<file path="src/rtl/fp_norm_pack.sv">
// fp_norm_pack: iterative normalizer and IEEE-754 single-precision packer.
// Takes an un-normalized 25-bit significand {carry, hidden, frac[22:0]},
// a biased exponent and a sign. It does one shift per clock and
// produces {sign, exp[7:0], frac[22:0]}. Rounding is by truncation.
//
// Ports:
//   clk, rst_n          clock, asynchronous active-low reset
//   in_valid/in_ready   operand handshake (in_ready high only in IDLE)
//   sign, exp, mant     operand: sign, biased exponent, significand
//   out_valid/out_ready result handshake (out_valid high only in DONE)
//   out                 packed single-precision result
//   shift_cnt           shift steps used for out (FPNORM_SHIFTCNT_EN only)
//
// Build option: define FPNORM_SHIFTCNT_EN to add the shift_cnt port and its counter.
module fp_norm_pack (
    input  logic        clk,
    input  logic        rst_n,
    input  logic        in_valid,
    output logic        in_ready,
    input  logic        sign,
    input  logic [7:0]  exp,
    input  logic [24:0] mant,
    output logic        out_valid,
    input  logic        out_ready,
    output logic [31:0] out
`ifdef FPNORM_SHIFTCNT_EN
    ,
    output logic [4:0]  shift_cnt
`endif
);

    localparam int unsigned MANT_W  = 25;
    localparam int unsigned EXP_W   = 8;
    localparam int unsigned MAX_EXP = 255;
    localparam int unsigned FRAC_W  = MANT_W - 2;

    typedef enum logic [1:0] {
        IDLE = 2'd0,
        NORM = 2'd1,
        DONE = 2'd2
    } state_t;

    state_t              state;
    logic [MANT_W-1:0]   m_q;
    logic [EXP_W-1:0]    e_q;
    logic                s_q;

    // Control, datapath and packed output in one registered FSM.
    always_ff @(posedge clk or negedge rst_n) begin
        if (!rst_n) begin
            state     <= IDLE;
            in_ready  <= 1'b1;
            out_valid <= 1'b0;
            out       <= '0;
            m_q       <= '0;
            e_q       <= '0;
            s_q       <= 1'b0;
`ifdef FPNORM_SHIFTCNT_EN
            shift_cnt <= '0;
`endif
        end else begin
            case (state)
                IDLE: begin
                    if (in_valid) begin
                        s_q      <= sign;
                        m_q      <= mant;
                        // Exponent 0 has the same scale as exponent 1 (denormal).
                        e_q      <= (exp == '0) ? EXP_W'(1) : exp;
                        state    <= NORM;
                        in_ready <= 1'b0;
`ifdef FPNORM_SHIFTCNT_EN
                        shift_cnt <= '0;
`endif
                    end
                end

                NORM: begin
                    if (e_q == EXP_W'(MAX_EXP)) begin
                        // Inf/NaN: pass the fraction through untouched.
                        out       <= {s_q, e_q, m_q[FRAC_W-1:0]};
                        state     <= DONE;
                        out_valid <= 1'b1;
                    end else if (m_q == '0) begin
                        out       <= {s_q, 31'b0};
                        state     <= DONE;
                        out_valid <= 1'b1;
                    end else if (m_q[MANT_W-1]) begin
                        if (e_q == EXP_W'(MAX_EXP - 1)) begin
                            // The right shift would reach the Inf exponent.
                            out       <= {s_q, EXP_W'(MAX_EXP), FRAC_W'(0)};
                            state     <= DONE;
                            out_valid <= 1'b1;
                        end else begin
                            m_q <= m_q >> 1;
                            e_q <= e_q + EXP_W'(1);
`ifdef FPNORM_SHIFTCNT_EN
                            shift_cnt <= shift_cnt + 5'd1;
`endif
                        end
                    end else if (m_q[MANT_W-2]) begin
                        out       <= {s_q, e_q, m_q[FRAC_W-1:0]};
                        state     <= DONE;
                        out_valid <= 1'b1;
                    end else if (e_q == EXP_W'(1)) begin
                        // Cannot shift below the minimum exponent: denormal result.
                        out       <= {s_q, EXP_W'(0), m_q[FRAC_W-1:0]};
                        state     <= DONE;
                        out_valid <= 1'b1;
                    end else begin
                        m_q <= m_q << 1;
                        e_q <= e_q - EXP_W'(1);
`ifdef FPNORM_SHIFTCNT_EN
                        shift_cnt <= shift_cnt + 5'd1;
`endif
                    end
                end

                DONE: begin
                    // Back to IDLE on the handshake; accept happens next cycle at the earliest.
                    if (out_ready) begin
                        state     <= IDLE;
                        out_valid <= 1'b0;
                        in_ready  <= 1'b1;
                    end
                end

                default: begin
                    state     <= IDLE;
                    out_valid <= 1'b0;
                    in_ready  <= 1'b1;
                end
            endcase
        end
    end

endmodule
</file>
<file path="config.mk">
export PLATFORM = sky130hd
export DESIGN_NAME = fp_norm_pack
export DESIGN_NICKNAME = d
export VERILOG_FILES = /design/src/rtl/fp_norm_pack.sv
export SDC_FILE = /design/constraint.sdc
export NUM_CORES = 1
export LEC_CHECK = 0
export ABC_AREA = 1
export CORE_MARGIN = 2
export CORE_UTILIZATION = 40
export CTS_CLUSTER_DIAMETER = 30
export DETAILED_ROUTE_END_ITERATION = 16
export PLACE_DENSITY = 0.67
export SYNTH_ARGS = -nofsm -noshare
export SYNTH_HDL_FRONTEND = slang
export SYNTH_SLANG_ARGS = --single-unit
export TNS_END_PERCENT = 10
</file>
<file path="constraint.sdc">
create_clock -name clk -period 3.5 [get_ports clk]
set_input_delay 0.525 -clock clk [delete_from_list [all_inputs] [get_ports clk]]
set_output_delay 0.525 -clock clk [all_outputs]
set_load 0.01 [all_outputs]
</file>
==> impl_metrics.toml, run 1 <==
[outcome]
outcome = "complete, no violations"

[final_layout]
antenna_cells_inserted = 0
final-instance-count-excl-fill = 806
drive_above_1_share = 0.0841
finish.net_count = 703
postLayoutCoreUtil = 0.486
synthToLayoutAreaGrowth_pct = 19.5

[detailed_routing]
count_of_unresolved_drc_violations_after_routing = 0
met3RoutedLength_um = 637
ant_nets = 0
first_iter_violations = 411
met1Wirelength_um = 5390
via_count = 4292
met2RoutedLength_um = 4950
top_signal_layer_used = "met4"
first_pass_drt_iterations = 6
routed_via_density = 5.33
wl_per_cell_um = 14.0
wl_um = 11200

[worst_setup_path]
worst_path_required_time_ns = 3.71
cp_cell_sequence = "ha_1, inv_1, nor2_1, nand2_2, nand3_4, nand2_4, nand2_1, o21ai_0"
critPathSlowestCell = "sky130_fd_sc_hd__dfrtp_1"
crit_path_max_fanout = 39
critical_path_buf_inv_count = 1
timing.critical_path.from_type = "register"
critPathTopFamily = "simple AND/OR/NAND/NOR gates"
cp-end-kind = "register"
timing.critical_path.slowest_cell_delay_ns = 0.48
data_arrival_at_the_endpoint_of_the_critical_path_ns = 2.62
criticalPathCategory = "reg -> reg"

[power_and_ir_drop]
max-vdd-ir-drop_mv = 0.439
total_leakage_power_uw = 0.00252
cellPowerDensity_nw_per_um2 = 911
comb_power_share = 0.538
p_sw_frac = 0.483
seqPwrFrac = 0.344
net-switching-power_uw = 2300
design_power_total_uw = 4760
internal-power_uw = 2460
pwr-share-clk = 0.118

[yosys]
mappedNetlistArea_um2 = 4370
cells_after_synth = 618
yosysWarnings = 0
netlist_top_cells_area = "sky130_fd_sc_hd__dfrtp_1, sky130_fd_sc_hd__nand2_1, sky130_fd_sc_hd__nand3_1, sky130_fd_sc_hd__nor2_1, sky130_fd_sc_hd__inv_1"
synth_sequential_area_ratio = 0.401
async_flop_share = 1.00
postSynthNetCount = 660
synth_commonest_cells = "sky130_fd_sc_hd__nand2_1, sky130_fd_sc_hd__nand3_1, sky130_fd_sc_hd__dfrtp_1"
post_synth_edffs = 0
avgSynthCellArea_um2 = 7.07
synthDominantCellAreaShare = 0.395
ys.flop_type = "sky130_fd_sc_hd__dfrtp_1"
synth_seq_cells = 70
synth.most_common_cell = "sky130_fd_sc_hd__nand2_1"
yosys.area.top_type = "sky130_fd_sc_hd__dfrtp_1"
synth.lib_cells_used.distinct = 33

[clock_tree]
cts.sinks = 70
cts_hold_repair.buffers = 0
clockRootBuffer = "sky130_fd_sc_hd__clkbuf_8"
cts_made_buffers = 9
cts_resized = 0
path_clk_slew_ns = 0.08
worst_skew_pair.late_latency_ns = 0.35
cts-root-to-sink-buffers = 2
post_cts_buffers = 0
tritoncts = "done"
cts.htree.levels = 3

[grt]
grt_pass1_vias = 3899
grt_pass1_wl_um = 18700
overflow = 0
grt_max_degree = 71
grt_util_all_layers = 0.199
initial_antenna_violation_count = 0

[job]
timing.max_cap.violations = 0

[sta]
tightest_slew_ns = 0.891
max_slew_margin = 0.406
timing.final.max_slew_violations = 0
report.final.hold_viol_count = 0
clock.fmax_mhz = 414
finClkSkew_ns = 0.0186
setup-violations-final = 0
final_period_minus_worst_setup_slack_ns = 2.41
rsz0062_at_grt = "false"
tns_ns = 0
setup_ws_ns = 1.09
final_clock_period_utilization_by_the_worst_path = 0.689

[place]
hpwlAfterDp_um = 7890
portBuffers = 71
preCtsSetupSlack_ns = 1.08
place_inst = 790
place.gp.congestion = 0.830

[die]
die_area_um2 = 11800
core_region_area_um2 = 10700
start_util = 0.407
fp-row-count = 38
dieHeight_um = 109
width_of_the_die_um = 109
floorplan.io_pins = 72

[min_path]
worst_hold_path_type = "in -> async"
[layout by cell type, fill, tap and decap left out, types with 2 or more instances in the layout]
master and count:
sky130_fd_sc_hd__clkdlybuf4s50_1 70, sky130_fd_sc_hd__clkbuf_1 2, sky130_fd_sc_hd__clkbuf_8 9, sky130_fd_sc_hd__clkinv_2 4
sky130_fd_sc_hd__nor2_4 3, sky130_fd_sc_hd__ha_1 4, sky130_fd_sc_hd__nand3b_1 4, sky130_fd_sc_hd__a211oi_1 6
sky130_fd_sc_hd__nor2_1 54, sky130_fd_sc_hd__a21boi_0 6, sky130_fd_sc_hd__nand2_1 175, sky130_fd_sc_hd__a21oi_1 23
sky130_fd_sc_hd__dfrtp_1 68, sky130_fd_sc_hd__inv_1 36, sky130_fd_sc_hd__buf_4 8, sky130_fd_sc_hd__inv_2 2
sky130_fd_sc_hd__nor2_2 3, sky130_fd_sc_hd__nand2_2 15, sky130_fd_sc_hd__a31oi_1 21, sky130_fd_sc_hd__o21ai_0 19
sky130_fd_sc_hd__nand3_1 112, sky130_fd_sc_hd__nand2_4 3, sky130_fd_sc_hd__nand4_1 5, sky130_fd_sc_hd__nor3_1 2
[area by class of cell]
type | count | area [µm²]
Clock buffer | 11 | 131
Clock inverter | 5 | 28.8
Fill cell | 1085 | 5520
Inverter | 39 | 149
Multi-Input combinational cell | 462 | 2220
Sequential cell | 70 | 1750
Tap cell | 140 | 175
Timing Repair Buffer | 79 | 766
[layer usage]
layer	global-route usage	up-vias
li1	-	2117
met3	0.0283	20
met2	0.297	142
met5	0	-
met4	0.0879	0
met1	0.286	2013
[per-stage QoR]
step	hold WS [ns]	area, µm²
2_1_floorplan	0.229	4370
3_3_place_gp	0.454	5060
3_5_place_dp	0.459	5060
4_1_cts	0.426	5220
5_1_grt	0.455	5220
6_report	0.382	5220
[final timing paths]
path | slack, ns | start | end | cells after the start
max | 1.09 | e_q[0] | out[29] | 8
min | 0.38 | rst_n | out[29] | 2
max reg2reg | 1.09 | e_q[0] | out[29] | 8
min reg2reg | 0.47 | out[2] | out[2] | 2
max in group asynchronous | 2.52 | rst_n | m_q[24] | 2
min in group clk | 0.47 | out[2] | out[2] | 2
[logic make-up (layout without fill, tap and decap cells)]
group                      after synthesis  count (layout)  share of synthesized area
DFF                                     70              70                      0.401
AOI/OAI and AO/OA                       78              78                      0.104
adders and majority gates                4               4                     0.0115
and+or+nand+nor                        380             380                      0.391
buffers and inverters                   86             134                     0.0922
[power by group through the flow]
| stage | sequential [µW] | clock (µW) | combinational (µW) |
|---|---|---|---|
| global placement | 1620 | 0 | 2510 |
| global route | 1690 | 607 | 2900 |
| finish | 1640 | 562 | 2560 |
| floorplan | 1500 | 0 | 1950 |
| detailed placement | 1640 | 0 | 2560 |
| CTS | 1630 | 574 | 2570 |
[state kept, by name (all words and copies together) (netlist names)]
signal / cells
m_q: 25
s_q: 1
in_ready: 1
out: 32
state: 2
out_valid: 1
e_q: 8
Power figures use the tool's default switching activity.
==> run 2: changes to the inputs <==
--- a/config.mk
+++ b/config.mk
@@ -10,7 +10,7 @@
 export CORE_UTILIZATION = 40
 export CTS_CLUSTER_DIAMETER = 30
 export DETAILED_ROUTE_END_ITERATION = 16
-export PLACE_DENSITY = 0.67
+export PLACE_DENSITY = 0.69
 export SYNTH_ARGS = -nofsm -noshare
 export SYNTH_HDL_FRONTEND = slang
 export SYNTH_SLANG_ARGS = --single-unit
==> constraint.sdc (replaced) <==
create_clock -name clk -period 2.2 [get_ports clk]
set_input_delay 0.33 -clock clk [delete_from_list [all_inputs] [get_ports clk]]
set_output_delay 0.33 -clock clk [all_outputs]
set_load 0.01 [all_outputs]
==> run 2 against run 1 <==
Effect of this change: via count increased by 1.3%; highest routed layer unchanged; non-clock buffer count grew 8; first-iteration DRC count is 9.7% higher; setup slack lost 0.89 ns.
==> impl_metrics.toml, run 2 (same netlist as run 1, synthesis figures left out) <==
[final_layout]
largestRegisters = "out: 32 flops, m_q: 25 flops, e_q: 8 flops"
antenna_cells_inserted = 0
drive_above_1_share = 0.0908
synthToLayoutAreaGrowth_pct = 22.4
fillerInstances = 1086
top_register = "out"
finish.net_count = 711
top_library_cells_by_usage_in_the_layout_fill_and_taps_aside = "sky130_fd_sc_hd__nand2_1, sky130_fd_sc_hd__nand3_1, sky130_fd_sc_hd__clkdlybuf4s50_1"
largest_reg_flops = 32
final_common_cell = "sky130_fd_sc_hd__nand2_1"

[worst_setup_path]
timing.critical_path.slowest_cell_delay_ns = 0.49
crit_path_max_fanout = 29
cp_cell_sequence = "ha_1, inv_1, nor2_1, nand2_2, buf_4, nand3_4, buf_4, a21oi_1, nor2_1"
critPathSlowestCell = "sky130_fd_sc_hd__dfrtp_1"
cp-end-kind = "register"
worst_path_required_time_ns = 2.47
timing.critical_path.from_type = "register"
criticalPathCategory = "reg -> reg"
data_arrival_at_the_endpoint_of_the_critical_path_ns = 2.27

[detailed_routing]
wl_per_cell_um = 14.3
wl_um = 11600
first_pass_drt_iterations = 5
first_iter_violations = 451
via_count = 4346
count_of_unresolved_drc_violations_after_routing = 0
ant_nets = 0
routed_via_density = 5.35

[grt]
grt_pass1_wl_um = 19100
grt_util_all_layers = 0.206
grt_pass1_vias = 3984
overflow = 0
initial_antenna_violation_count = 0
grt_max_degree = 45

[sta]
timing.final.max_slew_violations = 0
tightest_slew_ns = 0.473
final_period_minus_worst_setup_slack_ns = 2.00
final_clock_period_utilization_by_the_worst_path = 0.908
max_slew_margin = 0.685
setup-violations-final = 0
report.final.hold_viol_count = 0
rsz0062_at_grt = "false"
finClkSkew_ns = 0.0119
clock.fmax_mhz = 500
tns_ns = 0

[die]
fp-row-count = 38
floorplan.io_pins = 72
start_util = 0.407
width_of_the_die_um = 109
die_area_um2 = 11800
dieHeight_um = 109
core_region_area_um2 = 10700

[clock_tree]
tritoncts = "done"
cts-root-to-sink-buffers = 2
cts_made_buffers = 9
worst_skew_pair.late_latency_ns = 0.35
path_clk_slew_ns = 0.07
clockRootBuffer = "sky130_fd_sc_hd__clkbuf_8"
cts.htree.levels = 3
cts.sinks = 70

[job]
timing.max_cap.violations = 0

[power_and_ir_drop]
internal-power_uw = 4160
p_sw_frac = 0.472
design_power_total_uw = 7880
net-switching-power_uw = 3720
pwr-share-clk = 0.133
total_leakage_power_uw = 0.00257
comb_power_share = 0.539
cellPowerDensity_nw_per_um2 = 1470
seqPwrFrac = 0.329
max-vdd-ir-drop_mv = 0.587

[place]
place.gp.congestion = 0.849
portBuffers = 71
hpwlAfterDp_um = 8120

[min_path]
worst_hold_path_type = "in -> async"

[outcome]
outcome = "complete, no violations"
==> run 2: cell types whose count changed in the layout (fill, tap and decap cells not counted) <==
cell,change
sky130_fd_sc_hd__clkinv_4,-1
sky130_fd_sc_hd__nand2_4,-1
sky130_fd_sc_hd__bufinv_16,+1
sky130_fd_sc_hd__clkbuf_8,+2
sky130_fd_sc_hd__buf_12,+2
sky130_fd_sc_hd__buf_4,+5
sky130_fd_sc_hd__dlygate4sd3_1,+1
sky130_fd_sc_hd__nand2_8,+1
sky130_fd_sc_hd__clkinv_2,-4
==> run 2: area by class of cell <==
type	instances	area (µm²)	area share
Inverter	39	149	0.0278
Clock inverter	1	30.0	0.00561
Sequential cell	70	1750	0.328
Clock buffer	13	159	0.0297
Multi-Input combinational cell	462	2230	0.417
Timing Repair Buffer	87	853	0.160
Tap cell	140	175	0.0327
==> run 2: metal layers <==
metal / GRT usage / routed length, µm / up-vias
met5: 0 / 0 / -
met4: 0.0971 / 262 / 0
met3: 0.0253 / 508 / 21
met2: 0.312 / 5420 / 134
met1: 0.291 / 5410 / 2062
li1: - / - / 2129
==> run 2: path summary, 6_finish.rpt <==
check	from	endpoint	slack, ns	cells past startpoint
hold reg to reg	out[14]	out[14]	0.48	2
setup reg to reg	e_q[0]	out_valid	0.20	9
min in group clk	out[14]	out[14]	0.48	2
setup / recovery	e_q[0]	out_valid	0.20	9
max in group asynchronous	rst_n	m_q[13]	1.09	3
hold / removal	rst_n	e_q[2]	0.47	2
==> run 2: worst max-delay path, delay by kind of cell (launching register included) <==
kind / cells / cell delay, ns
flip-flops: 1 / 0.49
adder cells (fa/ha/maj): 1 / 0.19
buffers and inverters: 3 / 0.56
AND/OR/NAND/NOR: 4 / 0.56
AO/OA/AOI/OAI: 1 / 0.11
==> run 2: power groups by stage <==
stage | Sequential, µW | Clock, µW | Combinational [µW]
after global placement | 2560 | 0 | 4120
after detailed placement | 2590 | 0 | 4230
after CTS | 2570 | 1060 | 4240
final | 2590 | 1050 | 4250
after global routing | 2660 | 1110 | 4800
after floorplan | 2380 | 0 | 3100
==> run 2: timing repair <==
| item | CTS | global route |
|---|---|---|
| endpoints found under the setup margin | 0 | 1 |
| resized for setup | 0 | 1 |
| endpoints found under the hold margin | 16 | 0 |
| hold buffers | 1 | 0 |
| setup buffers | 0 | 0 |
==> run 2: per-stage QoR <==
stage                util  setup slack, ns  cell area [µm²]  std cells  hold WS (ns)
floorplan               -            0.472             4370        618        0.0344
global placement    0.478            0.306             5140        797         0.310
detailed placement  0.478            0.225             5140        797         0.312
CTS                 0.497            0.190             5340        812         0.466
global route        0.498           0.0330             5350        812         0.498
finish              0.498            0.201             5350        812         0.465
